## src/rtl/itcm_port_arbiter_if.sv

```systemverilog
// Requester and SRAM-side signal bundle for the ITCM port arbiter.
// slave is the arbiter view; master is the surrounding system view.
interface itcm_port_arbiter_if #(
   parameter int ADDR_WIDTH = 32,
   parameter int DATA_WIDTH = 32,
   parameter int WORD_AW    = 13
);
   logic                  load_active;
   logic                  load_req;
   logic [ADDR_WIDTH-1:0] load_addr;
   logic [DATA_WIDTH-1:0] load_wdata;

   logic                  if_req;
   logic [ADDR_WIDTH-1:0] if_addr;
   logic                  if_gnt;
   logic [DATA_WIDTH-1:0] if_rdata;
   logic                  if_rvalid;

   logic                  ahb_req;
   logic                  ahb_wr;
   logic [ADDR_WIDTH-1:0] ahb_addr;
   logic [3:0]            ahb_be;
   logic [DATA_WIDTH-1:0] ahb_wdata;
   logic                  ahb_gnt;
   logic [DATA_WIDTH-1:0] ahb_rdata;
   logic                  ahb_rvalid;

   logic                  sram_cs;
   logic                  sram_we;
   logic [3:0]            sram_be;
   logic [WORD_AW-1:0]    sram_addr;
   logic [DATA_WIDTH-1:0] sram_wdata;
   logic [DATA_WIDTH-1:0] sram_rdata;

   modport slave (
      input  load_active, load_req, load_addr, load_wdata,
      input  if_req, if_addr,
      output if_gnt, if_rdata, if_rvalid,
      input  ahb_req, ahb_wr, ahb_addr, ahb_be, ahb_wdata,
      output ahb_gnt, ahb_rdata, ahb_rvalid,
      output sram_cs, sram_we, sram_be, sram_addr, sram_wdata,
      input  sram_rdata
   );

   modport master (
      output load_active, load_req, load_addr, load_wdata,
      output if_req, if_addr,
      input  if_gnt, if_rdata, if_rvalid,
      output ahb_req, ahb_wr, ahb_addr, ahb_be, ahb_wdata,
      input  ahb_gnt, ahb_rdata, ahb_rvalid,
      input  sram_cs, sram_we, sram_be, sram_addr, sram_wdata,
      output sram_rdata
   );
endinterface

```

## src/rtl/itcm_port_arbiter.sv

```systemverilog
// Single-port ITCM sharing between auto-load, instruction fetch and AHB
// debug, with bounded AHB starvation and 1-cycle read-return routing.
module itcm_port_arbiter #(
   parameter int              ADDR_WIDTH      = 32,
   parameter int              DATA_WIDTH      = 32,
   parameter int              WORD_AW         = 13,
   parameter logic [31:0]     ITCM_START_ADDR = 32'h0000_0000,
   parameter int              STARVE_LIMIT    = 4
) (
   input logic clk,
   input logic rst,
   itcm_port_arbiter_if.slave bus
);

   typedef enum logic {S_LOAD, S_RUN} state_t;
   typedef enum logic [1:0] {T_NONE, T_IF, T_AHB} tag_t;

   localparam logic [2:0] LIMIT = 3'(STARVE_LIMIT);
   localparam logic [ADDR_WIDTH-1:0] BASE = ADDR_WIDTH'(ITCM_START_ADDR);

   state_t r_state, w_state_nxt;
   tag_t   r_tag, w_tag_nxt;
   logic [2:0] r_starve, w_starve_nxt;

   logic                  w_live;
   logic                  w_if_win;
   logic                  w_ahb_win;
   logic                  w_cs;
   logic                  w_we;
   logic [3:0]            w_be;
   logic [ADDR_WIDTH-1:0] w_addr;
   logic [DATA_WIDTH-1:0] w_wdata;
   logic [ADDR_WIDTH-1:0] w_off;
   logic                  w_unused_off;

   always_ff @(posedge clk or posedge rst) begin
      if (rst) begin
         r_state  <= S_LOAD;
         r_tag    <= T_NONE;
         r_starve <= '0;
      end else begin
         r_state  <= w_state_nxt;
         r_tag    <= w_tag_nxt;
         r_starve <= w_starve_nxt;
      end
   end

   always_comb begin
      w_state_nxt  = r_state;
      w_starve_nxt = r_starve;
      w_tag_nxt    = T_NONE;
      w_if_win     = 1'b0;
      w_ahb_win    = 1'b0;
      w_cs         = 1'b0;
      w_we         = 1'b0;
      w_be         = 4'h0;
      w_addr       = '0;
      w_wdata      = '0;
      unique case (r_state)
         S_LOAD: begin
            if (!bus.load_active) w_state_nxt = S_RUN;
            w_starve_nxt = '0;
            w_cs    = bus.load_req;
            w_we    = bus.load_req;
            w_be    = 4'hF;
            w_addr  = bus.load_addr;
            w_wdata = bus.load_wdata;
         end
         S_RUN: begin
            if (bus.load_active) begin
               // reload blocks new grants this very cycle
               w_state_nxt  = S_LOAD;
               w_starve_nxt = '0;
            end else begin
               w_ahb_win = bus.ahb_req &&
                           (!bus.if_req || r_starve == LIMIT);
               w_if_win  = bus.if_req && !w_ahb_win;
               if (bus.ahb_req && !w_ahb_win)
                  w_starve_nxt = (r_starve == LIMIT) ? LIMIT
                                                     : r_starve + 3'd1;
               else
                  w_starve_nxt = '0;
               if (w_ahb_win) begin
                  w_cs      = 1'b1;
                  w_we      = bus.ahb_wr;
                  w_be      = bus.ahb_wr ? bus.ahb_be : 4'hF;
                  w_addr    = bus.ahb_addr;
                  w_wdata   = bus.ahb_wdata;
                  w_tag_nxt = bus.ahb_wr ? T_NONE : T_AHB;
               end else if (w_if_win) begin
                  w_cs      = 1'b1;
                  w_be      = 4'hF;
                  w_addr    = bus.if_addr;
                  w_tag_nxt = T_IF;
               end
            end
         end
         default: ;
      endcase
   end

   assign w_live = !rst;
   assign w_off  = w_addr - BASE;
   assign w_unused_off = ^{w_off[ADDR_WIDTH-1:WORD_AW+2], w_off[1:0]};

   assign bus.if_gnt     = w_live && w_if_win;
   assign bus.ahb_gnt    = w_live && w_ahb_win;
   assign bus.sram_cs    = w_live && w_cs;
   assign bus.sram_we    = w_live && w_we;
   assign bus.sram_be    = w_live ? w_be : 4'h0;
   assign bus.sram_addr  = (w_live && w_cs) ? w_off[WORD_AW+1:2] : '0;
   assign bus.sram_wdata = (w_live && w_cs) ? w_wdata : '0;

   assign bus.if_rvalid  = (r_tag == T_IF);
   assign bus.ahb_rvalid = (r_tag == T_AHB);
   assign bus.if_rdata   = w_live ? bus.sram_rdata : '0;
   assign bus.ahb_rdata  = w_live ? bus.sram_rdata : '0;

endmodule

```

## src/flat_wrapper.sv

```systemverilog
// flat-port wrapper written by rule: the top's interface ports become plain ports
module itcm_port_arbiter_flat 
#(
   parameter int              ADDR_WIDTH      = 32,
   parameter int              DATA_WIDTH      = 32,
   parameter int              WORD_AW         = 13,
   parameter logic [31:0]     ITCM_START_ADDR = 32'h0000_0000,
   parameter int              STARVE_LIMIT    = 4
)
  (clk, rst, bus_load_active, bus_load_req, bus_load_addr, bus_load_wdata, bus_if_req, bus_if_addr, bus_if_gnt, bus_if_rdata, bus_if_rvalid, bus_ahb_req, bus_ahb_wr, bus_ahb_addr, bus_ahb_be, bus_ahb_wdata, bus_ahb_gnt, bus_ahb_rdata, bus_ahb_rvalid, bus_sram_cs, bus_sram_we, bus_sram_be, bus_sram_addr, bus_sram_wdata, bus_sram_rdata);
  itcm_port_arbiter_if #(.ADDR_WIDTH(ADDR_WIDTH), .DATA_WIDTH(DATA_WIDTH), .WORD_AW(WORD_AW)) bus_i ();
  input logic clk;
  input logic rst;
  input wire logic [$bits(bus_i.load_active)-1:0] bus_load_active;
  input wire logic [$bits(bus_i.load_req)-1:0] bus_load_req;
  input wire logic [$bits(bus_i.load_addr)-1:0] bus_load_addr;
  input wire logic [$bits(bus_i.load_wdata)-1:0] bus_load_wdata;
  input wire logic [$bits(bus_i.if_req)-1:0] bus_if_req;
  input wire logic [$bits(bus_i.if_addr)-1:0] bus_if_addr;
  output wire logic [$bits(bus_i.if_gnt)-1:0] bus_if_gnt;
  output wire logic [$bits(bus_i.if_rdata)-1:0] bus_if_rdata;
  output wire logic [$bits(bus_i.if_rvalid)-1:0] bus_if_rvalid;
  input wire logic [$bits(bus_i.ahb_req)-1:0] bus_ahb_req;
  input wire logic [$bits(bus_i.ahb_wr)-1:0] bus_ahb_wr;
  input wire logic [$bits(bus_i.ahb_addr)-1:0] bus_ahb_addr;
  input wire logic [$bits(bus_i.ahb_be)-1:0] bus_ahb_be;
  input wire logic [$bits(bus_i.ahb_wdata)-1:0] bus_ahb_wdata;
  output wire logic [$bits(bus_i.ahb_gnt)-1:0] bus_ahb_gnt;
  output wire logic [$bits(bus_i.ahb_rdata)-1:0] bus_ahb_rdata;
  output wire logic [$bits(bus_i.ahb_rvalid)-1:0] bus_ahb_rvalid;
  output wire logic [$bits(bus_i.sram_cs)-1:0] bus_sram_cs;
  output wire logic [$bits(bus_i.sram_we)-1:0] bus_sram_we;
  output wire logic [$bits(bus_i.sram_be)-1:0] bus_sram_be;
  output wire logic [$bits(bus_i.sram_addr)-1:0] bus_sram_addr;
  output wire logic [$bits(bus_i.sram_wdata)-1:0] bus_sram_wdata;
  input wire logic [$bits(bus_i.sram_rdata)-1:0] bus_sram_rdata;
  assign bus_i.load_active = bus_load_active;
  assign bus_i.load_req = bus_load_req;
  assign bus_i.load_addr = bus_load_addr;
  assign bus_i.load_wdata = bus_load_wdata;
  assign bus_i.if_req = bus_if_req;
  assign bus_i.if_addr = bus_if_addr;
  assign bus_if_gnt = bus_i.if_gnt;
  assign bus_if_rdata = bus_i.if_rdata;
  assign bus_if_rvalid = bus_i.if_rvalid;
  assign bus_i.ahb_req = bus_ahb_req;
  assign bus_i.ahb_wr = bus_ahb_wr;
  assign bus_i.ahb_addr = bus_ahb_addr;
  assign bus_i.ahb_be = bus_ahb_be;
  assign bus_i.ahb_wdata = bus_ahb_wdata;
  assign bus_ahb_gnt = bus_i.ahb_gnt;
  assign bus_ahb_rdata = bus_i.ahb_rdata;
  assign bus_ahb_rvalid = bus_i.ahb_rvalid;
  assign bus_sram_cs = bus_i.sram_cs;
  assign bus_sram_we = bus_i.sram_we;
  assign bus_sram_be = bus_i.sram_be;
  assign bus_sram_addr = bus_i.sram_addr;
  assign bus_sram_wdata = bus_i.sram_wdata;
  assign bus_i.sram_rdata = bus_sram_rdata;
  itcm_port_arbiter #(.ADDR_WIDTH(ADDR_WIDTH), .DATA_WIDTH(DATA_WIDTH), .WORD_AW(WORD_AW), .ITCM_START_ADDR(ITCM_START_ADDR), .STARVE_LIMIT(STARVE_LIMIT)) u_core (.clk(clk), .rst(rst), .bus(bus_i));
endmodule
```

## config.mk

```make
export PLATFORM = sky130hd
export DESIGN_NAME = itcm_port_arbiter_flat
export DESIGN_NICKNAME = d
export VERILOG_FILES = /design/src/rtl/itcm_port_arbiter_if.sv /design/src/rtl/itcm_port_arbiter.sv /design/src/flat_wrapper.sv
export SDC_FILE = /design/constraint.sdc
export NUM_CORES = 1
export LEC_CHECK = 0
export CORE_AREA = 8 8 118 120
export DETAILED_ROUTE_END_ITERATION = 8
export DIE_AREA = 0 0 126 128
export HOLD_SLACK_MARGIN = 0.03
export SLEW_MARGIN = 20
export SYNTH_ARGS = -nofsm -noshare
export SYNTH_HDL_FRONTEND = slang
export SYNTH_SLANG_ARGS = --single-unit
```

## constraint.sdc

```tcl
create_clock -name clk -period 3.9 [get_ports clk]
set_clock_uncertainty 0.15 [all_clocks]
set_input_delay 0.78 -clock clk [delete_from_list [all_inputs] [get_ports clk]]
set_output_delay 0.78 -clock clk [all_outputs]
set_load 0.02 [all_outputs]
```

==> qor.txt <==
Run status: complete, no violations
Setup violation total in the final timing report: 0
Final cell utilization of the core: 36.4%
Switching share of power: 34.4%
Mean instance size in the synthesized netlist: 7.08 µm²
Area post-placement: 4360 µm²
Post-DR wirelength/cell: 19.0 µm
Floorplan die width: 126 µm
Number of input and output port buffers inserted: 264
Die area: 16100 µm²
Total area of multi-input combinational cells: 1220 µm²
Portion of total power attributed to sequential cells: 9.8%
Maximum net fanout on the critical path: 15
Proportion of synthesized chip area in sequential cells: 8.32%
Arrival time worst endpoint: 2.87 ns
Final layout net count: 677
Combinational share of power: 66.4%
Buffer count from post-CTS setup fixing: 0
Count of distinct cell types in the synthesized netlist: 29
Global-route total usage across every layer: 13.4%
Wire length of the first global-routing pass: 17.4 mm
Maximum clock path buffer count: 2
TritonCTS clock tree: done
#FFs+latches synth: 6
Leakage power figure: 1.57 nW
Type of the most critical hold path: reg2reg
Final worst setup slack: 0.102 ns
Worst slew margin: 56.4%
Pre-Repair DR Iteration Count: 4
Placed Cells incl. Taps: 617
Proportion of synthesized flip-flops having asynchronous set or reset: 100%
Type of the setup path with the least slack: in2out
Dominant cell type by count on the critical path: sky130_fd_sc_hd__clkdlybuf4s50_1
Slowest CP cell: sky130_fd_sc_hd__clkdlybuf4s50_1
Detailed-route DRC error count: 0
Die outline height: 128 µm
ANT nets after route: 0
Fillers: 1288
Startpoint Class: input pin
Share of the clock period used by the worst path after layout: 97.4%
Pre-CTS setup slack: 0.0188 ns
Net switching power of the design: 0.238 mW
Setup tns final: 0 ns
Layout area overhead: 147%
Standard cell core area: 12200 µm²
Fmax: 0.263 GHz
Overflow after GRT: 0
Highest-count cells in the layout ignoring fill and taps: 256 x sky130_fd_sc_hd__clkdlybuf4s50_1, 34 x sky130_fd_sc_hd__nor2b_1, 32 x sky130_fd_sc_hd__a32oi_1
Number of top-level pins: 322
Clock transition at path regs: 0.03 ns
Sinks on the clock net: 6
Most used DFF post-synth: sky130_fd_sc_hd__dfrtp_1
Via Count: 2863
Final standard cell count with taps included and fillers excluded: 620
Critical path capture point type: output port
Overall Power: 0.693 mW
Sequential Area: 150 µm²
Leading cell type in the layout, fill and taps excluded: sky130_fd_sc_hd__clkdlybuf4s50_1
Setup repair after global routing missed its margin: no
Initial standard-cell utilization of the core: 14.8%
Synth Cell Area: 1800 µm²
Proportion of layout cells with a drive suffix above 1: 7.45%
Antenna violations before repair: 0
Skew-Pair Late Insertion Delay: 0.23 ns
Post-synthesis instance total: 255
Half-perimeter wire length after detailed placement: 9.78 mm
Pwr Density: 156 nW/µm²
Chain of cells forming the critical path: clkdlybuf4s50_1, and3b_2, buf_4, nand3_1, a311oi_1, clkdlybuf4s50_1
Pin count of the biggest net entering global routing: 61
Via count normalized by instance count: 4.62
Relative contribution of the clock network to total power: 23.9%
H-tree levels: 1
Worst ir drop on vdd: 0.227 mV
Minimum period implied by the final worst setup slack: 3.80 ns
Antenna cell count: 0
Cell Int Power: 0.455 mW
Measured slew at the worst slew-check pin: 0.655 ns
Core Rows: 41
Maximum cell stage delay along the critical path: 0.65 ns
Post-Route Hold Slack: 0.302 ns
Gp weighted congestion: 0.767
Post-route standard cell area excluding fillers: 4450 µm²
Max-cap violations: 0
Cell chosen for the clock root: sky130_fd_sc_hd__clkbuf_16
Count of flip-flops with a built-in enable after synthesis: 0
Final Hold Fails: 0
CP Data Required Time: 2.97 ns
Vias in the first global route: 3109
Cts bufs inserted: 3
Count of warnings emitted by yosys: 0
DRT Wirelength: 11.8 mm
CP top delay family: buffers and inverters
Total nets after synthesis: 460
Pins Over Slew Limit: 0
Count of buffer and inverter cells on the critical path: 3
DRT iter0 DRCs: 83
sequential cells by signal, summed over array words and instances, names as in the netlist:
name	flops
u_core.r_starve	3
u_core.r_state	1
u_core.r_tag	2
final timing paths:
check	cells past startpoint	start	slack [ns]	end
worst max-delay path	6	bus_ahb_req	0.10	bus_sram_addr[4]
worst min-delay path	1	u_core.r_starve[0]$_DFF_PP0_	0.30	u_core.r_starve[0]$_DFF_PP0_
worst max register to register	4	u_core.r_state$_DFF_PP0_	2.17	u_core.r_tag[1]$_DFF_PP0_
worst min register to register	1	u_core.r_starve[0]$_DFF_PP0_	0.30	u_core.r_starve[0]$_DFF_PP0_
max in group asynchronous	2	rst	2.89	u_core.r_tag[1]$_DFF_PP0_
min in group asynchronous	2	rst	0.50	u_core.r_starve[2]$_DFF_PP0_
synth_stat cells (all sizes together) (2+ instances only):
master | n | share of area, %
buf | 50 | 20
nor2b | 34 | 12
a32oi | 32 | 16
nor3 | 32 | 10
nand2 | 15 | 3.1
nand3 | 15 | 4.2
nand4 | 15 | 5.2
clkbuf | 14 | 2.9
a311oi | 13 | 8.7
dfrtp | 6 | 8.3
inv | 6 | 1.4
nor2 | 6 | 1.2
o21a | 5 | 2.1
a21oi | 2 | 0.55
ha | 2 | 1.4
power groups by stage:
| stage | Combinational, mW | Clock [mW] | Sequential [mW] |
|---|---|---|---|
| final | 0.460 | 0.165 | 0.0676 |
| after CTS | 0.467 | 0.169 | 0.0677 |
| after detailed placement | 0.465 | 0 | 0.0685 |
| after global routing | 0.490 | 0.174 | 0.0681 |
| after global placement | 0.461 | 0 | 0.0682 |
| after floorplan | 0.205 | 0 | 0.0653 |
kinds of logic (layout without fill, tap and decap cells):
logic type | count (synthesis) | after routing | synth area share [%]
AOI/OAI and AO/OA | 54 | 54 | 27.9
adders and majority gates | 2 | 2 | 1.39
xor gates and xnor gates | 1 | 1 | 0.486
DFF | 6 | 6 | 8.32
and+or+nand+nor | 122 | 122 | 37.7
buffers and inverters | 70 | 285 | 24.2
what timing repair did:
action,CTS,global route
hold buffers,0,0
resized for setup,0,6
setup endpoints to repair,0,10
final cells by class:
cell class,count,area share (%)
Multi-Input combinational cell,179,27.5
Sequential cell,6,3.38
Tap cell,150,4.22
Inverter,6,0.563
Clock buffer,3,1.69
Timing Repair Buffer,276,62.6
metal layers:
metal	wire, µm	GRT usage (%)	vias to the layer above
li1	-	-	1361
met2	6040	25.4	168
met3	1180	5.03	7
met5	0	0	-
met4	69	1.49	0
met1	4520	14.2	1327
Power figures use the tool's default switching activity.
==> edit 1: new RTL, config.mk and constraints unchanged <==
`WORD_AW` is set to 13 in 3 places; all go to 15.
--- a/src/rtl/itcm_port_arbiter_if.sv
+++ b/src/rtl/itcm_port_arbiter_if.sv
@@ -3,7 +3,7 @@
 interface itcm_port_arbiter_if #(
    parameter int ADDR_WIDTH = 32,
    parameter int DATA_WIDTH = 32,
-   parameter int WORD_AW    = 13
+   parameter int WORD_AW    = 15
 );
    logic                  load_active;
    logic                  load_req;
--- a/src/rtl/itcm_port_arbiter.sv
+++ b/src/rtl/itcm_port_arbiter.sv
@@ -3,7 +3,7 @@
 module itcm_port_arbiter #(
    parameter int              ADDR_WIDTH      = 32,
    parameter int              DATA_WIDTH      = 32,
-   parameter int              WORD_AW         = 13,
+   parameter int              WORD_AW         = 15,
    parameter logic [31:0]     ITCM_START_ADDR = 32'h0000_0000,
    parameter int              STARVE_LIMIT    = 4
 ) (
--- a/src/flat_wrapper.sv
+++ b/src/flat_wrapper.sv
@@ -3,7 +3,7 @@
 #(
    parameter int              ADDR_WIDTH      = 32,
    parameter int              DATA_WIDTH      = 32,
-   parameter int              WORD_AW         = 13,
+   parameter int              WORD_AW         = 15,
    parameter logic [31:0]     ITCM_START_ADDR = 32'h0000_0000,
    parameter int              STARVE_LIMIT    = 4
 )
Ports: changed (resized bus_sram_addr); port bits go from 322 to 324. No check against the original RTL was run, so the function may have changed too.
==> edit 1 against the unedited design <==
Total power grew 2.7%; final area is 4.0% higher; routed wire length increased by 2.3%; synthesized area grew 5.5%; non-clock buffer count increased by 8; synthesized cell count grew 4.7%; critical endpoint is now bus_sram_addr[3]; setup slack improved by 0.035 ns; sequential cell count unchanged; critical path depth did not move; critical path type unchanged.
==> edit 1: results <==
{
  "critPathMaxFanout": 17,
  "ys_seq_area_share_pct": 7.890,
  "cts_buffer_depth": 2,
  "synthTopCellsByCount": "35 x nor2b_1, 34 x buf_4, 32 x a32oi_1",
  "ir_drop_uv": 95.01,
  "grt_max_degree": 48,
  "slowest_delay_ns": 0.68,
  "via_count": 2954,
  "arrival_ns": 2.83,
  "track_usage_pct": 13.32,
  "ys_types": 27,
  "ys_top_cells_by_area": "a32oi_1 15%, buf_4 13%, nor2b_1 12%",
  "instances_no_fill": 636,
  "final.fill_count": 1259,
  "wl_per_cell_um": 18.99,
  "yosys_warnings": 0,
  "synth_xor_area_share_pct": 0.4602,
  "worstMarginPinSlew_ns": 0.5305,
  "reg.largest.list": "u_core.r_starve: 3 flops, u_core.r_tag: 2 flops, u_core.r_state: 1 flops",
  "placed_cell_area_um2": 4526,
  "seq_area_um2": 150.1,
  "dpl_worst_slack_ns": 0.05680,
  "dpl.cell_count": 633,
  "r2r_cells": 6,
  "holdPathStages": 1,
  "htreeDepth": 1,
  "grt_pass1_wl_um": 17330,
  "hpwl_um": 9749,
  "syn_nets": 472,
  "nets": 693,
  "drive_above_1_share_pct": 7.819,
  "synth-main-ff-cell": "dfrtp_1",
  "clk_pin_slew_ns": 0.04,
  "antenna_found_initial": 0,
  "synth.mux.area_fraction_pct": 0,
  "min_path_type": "reg2reg",
  "cp_slowest_cell": "clkdlybuf4s50_1",
  "async_flop_share_pct": 100.0,
  "status": "complete, no violations",
  "grt_pass1_vias": 3141,
  "dr.pass1.iters": 4,
  "cts_root_buf": "clkbuf_16",
  "cts-buffers-inserted": 3,
  "postRouteAntennaNets": 0,
  "synth_compound_area_share_pct": 25.05,
  "p_leak_nw": 1.668,
  "synth_cells": 267,
  "clk_latency_ns": 0.23,
  "drtIter0Drc": 153,
  "synth_fa_ha_area_share_pct": 1.315,
  "io_buffers": 272,
  "gp_congestion": 0.8006,
  "diodes": 0
}
edit 1: routing by layer:
| layer | vias up | track usage [%] | wire, um |
|---|---|---|---|
| met4 | 0 | 3.255 | 138 |
| met2 | 154 | 24.98 | 6280 |
| li1 | 1404 | - | - |
| met5 | - | 0 | 0 |
| met1 | 1384 | 14.18 | 4603 |
| met3 | 12 | 4.118 | 1058 |
edit 1: worst paths after layout:
path                                    start                  to  slack (ns)
min reg2reg                u_core.r_starve[0]  u_core.r_starve[0]        0.35
max                               bus_ahb_req    bus_sram_addr[3]        0.14
min in group asynchronous                 rst  u_core.r_starve[0]        0.62
max in group asynchronous                 rst     u_core.r_tag[1]        2.87
min                        u_core.r_starve[0]  u_core.r_starve[0]        0.35
max reg2reg                u_core.r_starve[0]     u_core.r_tag[1]        2.40
edit 1: worst max-delay path, delay by kind of cell:
| family | cells | cell delay, ns |
|---|---|---|
| buffers and inverters | 3 | 1.40 |
| AND/OR/NAND/NOR | 2 | 0.39 |
| AO/OA/AOI/OAI | 1 | 0.27 |
edit 1: layout make-up:
class | instances | share of cell area (%)
repair buffers | 284 | 62.52
multi-input cells | 187 | 28.07
well taps | 150 | 4.056
flip-flops and latches | 6 | 3.245
clock buffers | 3 | 1.622
inverters | 6 | 0.4867
edit 1: power by group:
part	total, mW	internal (mW)	leakage [nW]	switching [mW]
sequential	0.0652	0.0640	0.0806	0.00114
combinational	0.478	0.267	1.55	0.211
clock	0.168	0.132	0.0370	0.0360
edit 1: kinds of logic (layout without fill, tap and decap cells):
family / Yosys count / count (layout)
and+or+nand+nor: 128 / 128
DFF: 6 / 6
AOI/OAI and AO/OA: 56 / 56
buffers and inverters: 74 / 293
adders and majority gates: 2 / 2
xor gates and xnor gates: 1 / 1
edit 1: timing repair:
item / in CTS / in global routing
buffers inserted: 0 / 0
resized for setup: 0 / 9
setup endpoints to repair: 0 / 15
hold buffers: 0 / 0
==> edit 2: new RTL, config.mk and constraints unchanged <==
Made on the original files. Make the reset (`rst`) synchronous in one clocked block.
--- a/src/rtl/itcm_port_arbiter.sv
+++ b/src/rtl/itcm_port_arbiter.sv
@@ -33,7 +33,7 @@
    logic [ADDR_WIDTH-1:0] w_off;
    logic                  w_unused_off;
 
-   always_ff @(posedge clk or posedge rst) begin
+   always_ff @(posedge clk) begin
       if (rst) begin
          r_state  <= S_LOAD;
          r_tag    <= T_NONE;
Check against the original RTL: differs if rst is asserted again (counterexample within 4 cycles, from zero or initial values and one cycle with rst high); with rst held inactive, the same outputs for 10 cycles.
==> edit 2 against the unedited design <==
Register-to-register slack gained 0.03 ns; routed wire length is 0.86% higher; final area increased by 1.4%; die area did not move; sequential cell count unchanged; synthesized area shrank 1.2%; setup slack got worse by 0.0080 ns; total power up 3.3%; critical endpoint unchanged.
==> edit 2: results <==
{
  "status": "complete, no violations",
  "ys_top_cells_by_area": "a32oi_1 16%, buf_4 15%, nor2b_1 13%",
  "synth-main-ff-cell": "dfxtp_1",
  "rrSetupSlack_ns": 2.20,
  "hold_ws_ns": 0.3121,
  "nets": 689,
  "via_count": 2939,
  "grt_pass1_wl_um": 17410,
  "worstMarginPinSlew_ns": 0.6041,
  "ys_seq_area_share_pct": 6.737,
  "critPathMaxFanout": 36,
  "ir_drop_uv": 108.9,
  "antenna_found_initial": 0,
  "hpwl_um": 10180,
  "p_leak_nw": 1.532,
  "drive_above_1_share_pct": 7.054,
  "grt_use_met1_pct": 14.06,
  "syn_nets": 463,
  "met2_usage_pct": 25.23,
  "ys_types": 33,
  "grt_pass1_vias": 3192,
  "track_usage_pct": 13.33,
  "finalWirelength_um": 11910,
  "arrival_ns": 2.88,
  "drtIter0Drc": 106,
  "gp_congestion": 0.7747,
  "dpl_worst_slack_ns": -0.005904,
  "grt_max_degree": 37,
  "yosys_warnings": 0,
  "async_flop_share_pct": 0,
  "grtUsageMet3_pct": 4.201
}
-- edit 2: cell count changes in the layout (fill, tap and decap cells not counted), moves of 5 or more --
| cell | before | now |
|---|---|---|
| nor3_1 | 27 | 32 |
| dfrtp_1 | 6 | 0 |
| clkdlybuf4s50_1 | 256 | 262 |
| dlymetal6s2s_1 | 5 | 0 |
| dfxtp_1 | 0 | 6 |
| a311oi_2 | 7 | 2 |
| nor3_2 | 5 | 0 |
-- edit 2: path summary, 6_finish.rpt --
| check | from | endpoint | cells past startpoint |
|---|---|---|---|
| max reg2reg | u_core.r_starve[0] | u_core.r_tag[1] | 6 |
| min | u_core.r_starve[0] | u_core.r_starve[0] | 1 |
| max | bus_load_active | bus_sram_addr[4] | 6 |
| min reg2reg | u_core.r_starve[0] | u_core.r_starve[0] | 1 |
-- edit 2: per-layer routing --
metal	part of all wire [%]	up-vias
met5	0	-
met4	1.4	0
met3	10	14
met2	50	188
met1	38	1343
li1	-	1394
-- edit 2: where the power goes --
part	switching (mW)	leakage (nW)	total (mW)	internal [mW]
Clock	0.0328	0.0370	0.164	0.131
Sequential	0.00120	0.0487	0.0639	0.0627
Combinational	0.210	1.45	0.487	0.277
Total	0.244	1.53	0.715	0.471
-- edit 2: layout make-up --
type | count | area (um^2)
repair buffers | 285 | 2894
clock buffers | 3 | 75.07
well taps | 150 | 187.7
fillers | 1241 | 7701
inverters | 4 | 15.01
flip-flops and latches | 6 | 120.1
multi-input cells | 184 | 1216
-- edit 2: kinds of logic after synthesis --
| group | count (synthesis) | synth area share, % |
|---|---|---|
| simple gates | 126 | 38.67 |
| buf+inv | 68 | 25.12 |
| compound gates | 55 | 27.51 |
| flops | 6 | 6.737 |
| fa+ha+maj | 2 | 1.403 |
| mux | 1 | 0.5614 |
-- edit 2: repair_timing --
item | CTS | global route
setup endpoints to repair | 1 | 0
setup buffers | 0 | 0
resized for setup | 1 | 0
-- edit 2: stage by stage --
step           area, um^2  cells  utilization (%)   TNS [ns]
2_1_floorplan        1783    258                -          0
6_report             4508    632            36.92          0
3_5_place_dp         4434    629            36.32  -0.005904
5_1_grt              4508    632            36.92          0
4_1_cts              4508    632            36.92          0
3_3_place_gp         4434    629            36.32          0
-- edit 2: worst max-delay path, delay by kind of cell --
family | cells | cell delay (ns)
buffers and inverters | 3 | 1.35
AND/OR/NAND/NOR | 2 | 0.44
AO/OA/AOI/OAI | 1 | 0.28
